==> src/rtl/lsu_dbus_pkg.sv <==
// Shared dbus types used between the core-side initiators and the interconnect.
package lsu_dbus_pkg;

  parameter int unsigned XLEN = 32;

  // Initiator-to-interconnect request bundle.
  typedef struct packed {
    logic            req;
    logic            wr;
    logic [3:0]      mask;
    logic [XLEN-1:0] addr;
    logic [XLEN-1:0] data_wr;
  } type_core2dbus_s;

  // Responder-to-initiator completion bundle.
  typedef struct packed {
    logic            ack;
    logic [XLEN-1:0] data_rd;
  } type_dbus2core_s;

endpackage

==> src/rtl/lsu_dbus_initiator.sv <==
// Load/store initiator on the dbus: one transaction at a time. It generates the byte
// mask and lane-replicated store data, rejects misaligned requests without touching
// the bus, extends load data and aborts a transaction left without ack for too long.
module lsu_dbus_initiator
  import lsu_dbus_pkg::*;
#(
  parameter int unsigned TIMEOUT_CYCLES = 255
) (
  input  logic            clk,
  input  logic            rst_n,
  input  logic            mem2lsu_req_i,
  input  logic            mem2lsu_wr_i,
  input  logic [1:0]      mem2lsu_size_i,
  input  logic            mem2lsu_unsigned_i,
  input  logic [XLEN-1:0] mem2lsu_addr_i,
  input  logic [XLEN-1:0] mem2lsu_wdata_i,
  output logic            lsu2mem_ready_o,
  output logic            lsu2mem_done_o,
  output logic [XLEN-1:0] lsu2mem_rdata_o,
  output logic            lsu2mem_misalign_o,
  output logic            lsu2mem_timeout_o,
  output type_core2dbus_s lsu2dbus_o,
  input  type_dbus2core_s dbus2lsu_i
);

  typedef enum logic [1:0] {StIdle, StBusy, StReport} state_e;

  // Counter value in the last BUSY cycle before the abort.
  localparam logic [15:0] CntLast = 16'(TIMEOUT_CYCLES - 1);

  state_e          state_q, state_d;
  type_core2dbus_s bus_q, bus_d;
  logic [1:0]      size_q, size_d;
  logic            uns_q, uns_d;
  logic [15:0]     cnt_q, cnt_d;
  logic [XLEN-1:0] rdata_q, rdata_d;
  logic            done_q, done_d;
  logic            mis_q, mis_d;
  logic            to_q, to_d;

  logic            req_misalign;
  logic [3:0]      req_mask;
  logic [XLEN-1:0] req_wdata;
  logic [7:0]      ld_byte;
  logic [15:0]     ld_half;
  logic [XLEN-1:0] ld_data;

  // Decode the incoming request: alignment check, byte mask and replicated store data.
  always_comb begin
    req_misalign = 1'b0;
    req_mask     = 4'b1111;
    req_wdata    = mem2lsu_wdata_i;
    case (mem2lsu_size_i)
      2'b00: begin
        req_mask  = 4'b0001 << mem2lsu_addr_i[1:0];
        req_wdata = {4{mem2lsu_wdata_i[7:0]}};
      end
      2'b01: begin
        req_misalign = mem2lsu_addr_i[0];
        req_mask     = 4'b0011 << {mem2lsu_addr_i[1], 1'b0};
        req_wdata    = {2{mem2lsu_wdata_i[15:0]}};
      end
      2'b10: begin
        req_misalign = |mem2lsu_addr_i[1:0];
      end
      default: begin
        req_misalign = 1'b1;
      end
    endcase
  end

  // Pick the addressed lane out of the read data and extend it to XLEN.
  always_comb begin
    case (bus_q.addr[1:0])
      2'b00:   ld_byte = dbus2lsu_i.data_rd[7:0];
      2'b01:   ld_byte = dbus2lsu_i.data_rd[15:8];
      2'b10:   ld_byte = dbus2lsu_i.data_rd[23:16];
      default: ld_byte = dbus2lsu_i.data_rd[31:24];
    endcase
    ld_half = bus_q.addr[1] ? dbus2lsu_i.data_rd[31:16] : dbus2lsu_i.data_rd[15:0];
    case (size_q)
      2'b00:   ld_data = {{(XLEN - 8){~uns_q & ld_byte[7]}}, ld_byte};
      2'b01:   ld_data = {{(XLEN - 16){~uns_q & ld_half[15]}}, ld_half};
      default: ld_data = dbus2lsu_i.data_rd;
    endcase
  end

  // Next-state logic for the transaction FSM and all registered outputs.
  always_comb begin
    state_d = state_q;
    bus_d   = bus_q;
    size_d  = size_q;
    uns_d   = uns_q;
    cnt_d   = cnt_q;
    rdata_d = rdata_q;
    done_d  = 1'b0;
    mis_d   = 1'b0;
    to_d    = 1'b0;
    unique case (state_q)
      StIdle: begin
        if (mem2lsu_req_i) begin
          if (req_misalign) begin
            mis_d   = 1'b1;
            state_d = StReport;
          end else begin
            bus_d.req     = 1'b1;
            bus_d.wr      = mem2lsu_wr_i;
            bus_d.mask    = req_mask;
            bus_d.addr    = mem2lsu_addr_i;
            bus_d.data_wr = mem2lsu_wr_i ? req_wdata : '0;
            size_d        = mem2lsu_size_i;
            uns_d         = mem2lsu_unsigned_i;
            cnt_d         = '0;
            state_d       = StBusy;
          end
        end
      end
      StBusy: begin
        // ack takes priority over an expiring counter in the same cycle
        if (dbus2lsu_i.ack) begin
          bus_d.req = 1'b0;
          done_d    = 1'b1;
          if (!bus_q.wr) rdata_d = ld_data;
          state_d   = StReport;
        end else if (cnt_q == CntLast) begin
          bus_d.req = 1'b0;
          to_d      = 1'b1;
          state_d   = StReport;
        end else begin
          cnt_d = cnt_q + 16'd1;
        end
      end
      StReport: begin
        state_d = StIdle;
      end
      default: begin
        state_d = StIdle;
      end
    endcase
  end

  // State and output registers; reset returns everything to idle immediately.
  always_ff @(posedge clk or negedge rst_n) begin
    if (!rst_n) begin
      state_q <= StIdle;
      bus_q   <= '0;
      size_q  <= 2'b00;
      uns_q   <= 1'b0;
      cnt_q   <= '0;
      rdata_q <= '0;
      done_q  <= 1'b0;
      mis_q   <= 1'b0;
      to_q    <= 1'b0;
    end else begin
      state_q <= state_d;
      bus_q   <= bus_d;
      size_q  <= size_d;
      uns_q   <= uns_d;
      cnt_q   <= cnt_d;
      rdata_q <= rdata_d;
      done_q  <= done_d;
      mis_q   <= mis_d;
      to_q    <= to_d;
    end
  end

  assign lsu2mem_ready_o    = (state_q == StIdle);
  assign lsu2mem_done_o     = done_q;
  assign lsu2mem_rdata_o    = rdata_q;
  assign lsu2mem_misalign_o = mis_q;
  assign lsu2mem_timeout_o  = to_q;
  assign lsu2dbus_o         = bus_q;

endmodule

==> config.mk <==
export PLATFORM = sky130hd
export DESIGN_NAME = lsu_dbus_initiator
export DESIGN_NICKNAME = d
export VERILOG_FILES = /design/src/rtl/lsu_dbus_pkg.sv /design/src/rtl/lsu_dbus_initiator.sv
export SDC_FILE = /design/constraint.sdc
export NUM_CORES = 1
export LEC_CHECK = 0
export CORE_MARGIN = 5
export CORE_UTILIZATION = 46
export CTS_CLUSTER_SIZE = 16
export DETAILED_ROUTE_END_ITERATION = 12
export PLACE_DENSITY = 0.81
export SKIP_CTS_REPAIR_TIMING = 1
export SYNTH_ARGS = -nofsm -noshare
export SYNTH_HDL_FRONTEND = slang
export SYNTH_SLANG_ARGS = --single-unit
==> constraint.sdc <==
create_clock -name clk -period 2 [get_ports clk]
set_input_delay 0.6 -clock clk [delete_from_list [all_inputs] [get_ports clk]]
set_output_delay 0.6 -clock clk [all_outputs]
set_load 0.005 [all_outputs]
---- Yosys cells after proc, flatten, opt, wreduce, memory -nomap -nowiden ----
Index checks and enable logic that the tools add are counted.
operators by class
  add/sub/neg operators ................... 1
  equality and inequality tests ........... 12
  shift operators ......................... 2
  multiplexer cells ....................... 30
  bitwise gates (word level) .............. 5
  reductions and logical operators ........ 11
operators with widths
  kind                   count
  $mux 70                2
  $pmux 32 s2            2
  $mux 16                5
  $mux 32                1
  $pmux 16 s2            1
  $pmux 8 s3             1
  $add 16x1->16 const B  1
  $eq 16x8->1 const B    1
  $mux 1                 10
  $eq 2x1->1 const B     4
  $logic_not 2->1        4
  $mux 2                 4
  $ne 2x2->1 const B     4
  $pmux 4 s2             1
  $reduce_and 3->1       2
  $reduce_and 5->1       1
  $eq 2x2->1 const B     2
  $pmux 2 s2             1
  $reduce_and 4->1       1
  $shl 1x2->4 const A    1
  $shl 2x2->4 const A    1
  $ne 3x3->1 const B     1
  $not 1->1              3
  $pmux 1 s3             1
  5 further kinds        6
word-level totals
  flip-flop bits (word level) ............. 126
  word-level logic and storage cells ...... 74

---- Depth between registers and ports, before layout ----
Gate-level depths: netlist (run 1).
  word-level depth ........................ 6
  depth in mapped cells ................... 8
  depth with buffers taken out ............ 7

---- Worst setup path after synthesis (run 1) ----
Ideal clock, no wire load.
  kind .................................... input -> register
  start point ............................. in mem2lsu_size_i[1]
  end point ............................... reg cnt_q[1]
  setup time .............................. 0.125 ns
  arrival time ............................ 1.827 ns
  setup slack ............................. 0.048 ns
  cell stages on the path ................. 6
  path buffers ............................ 1
  path through ............................ buf_2 > a21oi_2 > a211oi_2 > nand2b_4 > nor2_2 > mux2_4
on the way
  longest elaborated chain between the ends .. 4
ends and longest elaborated chain
  item                                      RTL line                   RTL
  start: declaration                        lsu_dbus_initiator.sv:13   input logic [1:0] mem2lsu_size_i,
  $eq 2x2->1, or another cell as far along  lsu_dbus_initiator.sv:53   case (mem2lsu_size_i)
  $pmux 1 s3 (*)                            lsu_dbus_initiator.sv:53
  $ne 2x2->1 (no source line) (*)           -
  $reduce_and 5->1 (no source line) (*)     -
  end signal: assignment                    lsu_dbus_initiator.sv:159  cnt_q <= cnt_d;
  end: declaration                          lsu_dbus_initiator.sv:35   logic [15:0] cnt_q, cnt_d;
Mark *: on every way between the ends. The rest lies on a longest branch, timed or not.
A chain may end at the register's enable or synchronous reset.

---- Final worst setup path (run 1) ----
  start point ............................. reg bus_q, in the netlist lsu2dbus_o[32]
  end point ............................... out lsu2dbus_o[32] (netlist name)
RTL lines
  item                      RTL line                   RTL
  start: declaration        lsu_dbus_initiator.sv:32   type_core2dbus_s bus_q, bus_d;
  start signal: assignment  lsu_dbus_initiator.sv:156  bus_q <= bus_d;
  end: declaration          lsu_dbus_initiator.sv:22   output type_core2dbus_s lsu2dbus_o,
No word-level cell between the ends.

==> impl_metrics.py, run 1 <==
metrics = {
    "global_routing": {
        "grt_usage_pct": 24.3,
        "grt_remaining_overflow": 0,
        "grt_pass1_wl_um": 30500,
        "first_global_vias": 5972,
        "grt_antenna_before_repair": 0,
        "grt_max_degree": 85,
    },
    "critical_path": {
        "worstReg2RegEnd": "cnt_q[1]$_DFFE_PN0P_",
        "regToRegSetupSlack_ps": 140,
        "critPathTopFamily": "buffers and inverters",
        "crit_path_max_fanout": 4,
        "slowest_delay_ps": 530,
        "cp_slowest_cell": "clkdlybuf4s50_1",
        "cp_data_arrival_time_ps": 1350,
        "crit_buf_inv": 1,
        "critPathCaptureType": "output port",
        "worst_ep_required_time_ps": 1400,
        "crit_type": "register to output port",
        "worstPathCellList": "clkdlybuf4s50_1",
        "reg2reg_depth": 8,
        "rr_startpoint": "cnt_q[0]$_DFFE_PN0P_",
        "crit_path_start_kind": "register",
    },
    "synthesis": {
        "synth.distinct_cells": 51,
        "yosys.area.top_type": "dfrtp_1",
        "async_flop_share_pct": 100,
        "synth_edf_count": 0,
        "synth_area_leaders": "dfrtp_1, nand2_1, nand3_1",
        "synthTopCellsByCount": "nand2_1, dfrtp_1, nand3_1",
        "synth.most_common_cell": "nand2_1",
        "synth_top_area_share_pct": 51.9,
        "ys_ff_latch": 126,
        "synthFlopType": "dfrtp_1",
        "synth_nets": 805,
        "syn-cell-area_um2": 6080,
        "syn_inst": 699,
        "synth_seq_area_share_pct": 51.9,
        "synth_warnings": 0,
        "avgSynthCellArea_um2": 8.70,
    },
    "drt": {
        "firstDrtPassIters": 5,
        "drt-total-wl_um": 19000,
        "ant_nets": 0,
        "vias": 5999,
        "wl_per_cell_um": 16.9,
        "post-route-drc-count": 0,
        "drtIter0Drc": 451,
        "vias_per_cell": 5.31,
    },
    "power_and_ir_drop": {
        "pwr-share-comb_pct": 44.4,
        "seq_power_share_pct": 33.6,
        "p_sw_share_pct": 33.5,
        "leakage_nw": 4.39,
        "p_clk_share_pct": 22.0,
        "p_int_mw": 8.61,
        "total_power_mw": 12.9,
        "p_switching_mw": 4.34,
        "ir_drop_mv": 0.684,
        "power_density_nw_per_um2": 1380,
    },
    "layout": {
        "finalNetCount": 1047,
        "nFillCells": 977,
        "drive_above_1_share_pct": 13.6,
        "regArea_um2": 3160,
        "n_antenna_cell": 0,
        "stdcell_area_um2": 9390,
        "area_growth_pct": 54.5,
        "multiInputGateArea_um2": 2740,
        "final_cells": 1129,
    },
    "cts": {
        "clkLatencyLatePin_ps": 420,
        "cts.sink_count": 126,
        "cts.path.max_buffers": 2,
        "path_clk_slew_ps": 60,
        "cts-buffers-inserted": 17,
        "root_buffer": "clkbuf_16",
        "cts_tree": "done",
        "h-tree-depth": 4,
    },
    "placement": {
        "dpl.cell_count": 1091,
        "portBuffers": 209,
        "place_hpwl_um": 13800,
        "place.gp.congestion": 0.889,
        "place_area_um2": 8740,
    },
    "min_path": {
        "hp-class": "input pin to async pin",
    },
    "floorplanning": {
        "fp.dieH_um": 125,
        "die_area_um2": 15600,
        "ioPinCount": 210,
        "die_w_um": 125,
        "initial_core_util_pct": 46.5,
        "rows": 42,
        "core_um2": 13100,
    },
    "sta": {
        "worst_pin_slew_ps": 481,
        "setup_violations": 0,
        "relSlewSlack_pct": 67.9,
        "slew_violations": 0,
        "period_minus_slack_ps": 1950,
        "max_freq_ghz": 0.514,
        "clock_skew_ps": 5.84,
        "hold_viol": 0,
        "post-route-period-util_pct": 97.4,
    },
    "job": {
        "maxCapViolCount": 0,
    },
    "outcome": {
        "outcome": "complete, no violations",
    },
}
sequential cells by signal, summed over array words and instances (netlist names):
register / count
lsu2mem_timeout_o: 1
lsu2dbus_o: 70
lsu2mem_done_o: 1
size_q: 2
uns_q: 1
lsu2mem_rdata_o: 32
cnt_q: 16
state_q: 2
lsu2mem_misalign_o: 1
power by group through the flow:
stage | Combinational, mW | Clock [mW] | Sequential [mW]
3_5_place_dp | 5.62 | 0 | 4.40
3_3_place_gp | 5.50 | 0 | 4.37
5_1_grt | 6.27 | 3.02 | 4.49
6_report | 5.75 | 2.85 | 4.35
4_1_cts | 5.66 | 2.90 | 4.38
2_1_floorplan | 2.13 | 0 | 4.39
area by class of cell:
class / count / share of cell area, %
repair buffers: 271 / 28.8
clock buffers: 17 / 4.53
flip-flops and latches: 126 / 33.6
multi-input cells: 520 / 29.2
inverters: 5 / 0.200
well taps: 176 / 2.35
clock inverters: 14 / 1.32
layout by cell type (no fill, tap or decap), drive strengths merged, types with 2 or more instances in the layout:
master and instances:
a211oi 2, a21o 2, a21oi 25, a22o 7, a22oi 9, a31o 3, a31oi 11, and3 6
and4 2, buf 63, clkbuf 17, clkdlybuf4s50 204, clkinv 7, clkinvlp 7, dfrtp 126, dlymetal6s2s 4
ha 2, inv 4, mux2 18, mux2i 10, nand2 233, nand2b 6, nand3 68, nand3b 2
nand4 5, nor2 40, nor2b 2, nor3 14, nor4 3, nor4b 2, o21ai 20, o22ai 7
o31ai 3, or4 3, xnor2 4
metrics by stage:
stage	hold slack (ps)	setup TNS (ps)	utilization (%)	setup WS (ps)
3_5_place_dp	455	-35280	66.8	-446
2_1_floorplan	304	0	-	47.5
5_1_grt	169	-4.09	71.8	-4.09
6_report	156	0	71.8	52.6
4_1_cts	154	-480	71.0	-208
3_3_place_gp	448	-32030	66.8	-397
worst max path at each step:
stage	depth (start not counted)	startpoint	slack, ps	end
floorplan	6	mem2lsu_size_i[1]	50	cnt_q[1]$_DFFE_PN0P_
global placement	6	mem2lsu_size_i[0]	-400	cnt_q[5]$_DFFE_PN0P_
detailed placement	7	mem2lsu_size_i[0]	-450	cnt_q[11]$_DFFE_PN0P_
CTS	2	state_q[1]$_DFFE_PN0P_	-210	lsu2mem_ready_o
global route	1	lsu2dbus_o[32]$_DFFE_PN0P_	-4	lsu2dbus_o[32]
finish	1	lsu2dbus_o[32]$_DFFE_PN0P_	50	lsu2dbus_o[32]
layer usage:
| metal | share of wire, % | vias up | track usage (%) |
|---|---|---|---|
| met2 | 48 | 271 | 40.6 |
| met4 | 3.3 | 0 | 9.50 |
| met5 | 0 | - | 0 |
| met3 | 9.5 | 52 | 8.57 |
| met1 | 39 | 2808 | 29.0 |
| li1 | - | 2868 | - |
cells by family (layout without fill, tap and decap cells):
family,count (synthesis),in the layout,share of synthesized area (%)
DFF,126,126,51.9
and+or+nand+nor,390,390,28.0
buffers and inverters,53,307,3.77
adders and majority gates,2,2,0.412
muxes,29,29,5.41
xor gates and xnor gates,4,4,0.576
AOI/OAI and AO/OA,95,95,9.96
No activity file was read; power rests on OpenSTA's default activity.
==> inputs of run 2 (changes only) <==
--- a/config.mk
+++ b/config.mk
@@ -11,6 +11,7 @@
 export DETAILED_ROUTE_END_ITERATION = 12
 export PLACE_DENSITY = 0.81
 export SKIP_CTS_REPAIR_TIMING = 1
+export SLEW_MARGIN = 0
 export SYNTH_ARGS = -nofsm -noshare
 export SYNTH_HDL_FRONTEND = slang
 export SYNTH_SLANG_ARGS = --single-unit
==> results of run 2 <==
Same layout as run 1: the final DEF is identical, and so are final timing and power.
==> inputs of run 3 (changes only) <==
--- a/config.mk
+++ b/config.mk
@@ -5,6 +5,7 @@
 export SDC_FILE = /design/constraint.sdc
 export NUM_CORES = 1
 export LEC_CHECK = 0
+export CAP_MARGIN = 10
 export CORE_MARGIN = 5
 export CORE_UTILIZATION = 46
 export CTS_CLUSTER_SIZE = 16
==> results of run 3 <==
Same layout as run 1: the final DEF is identical, and so are final timing and power.
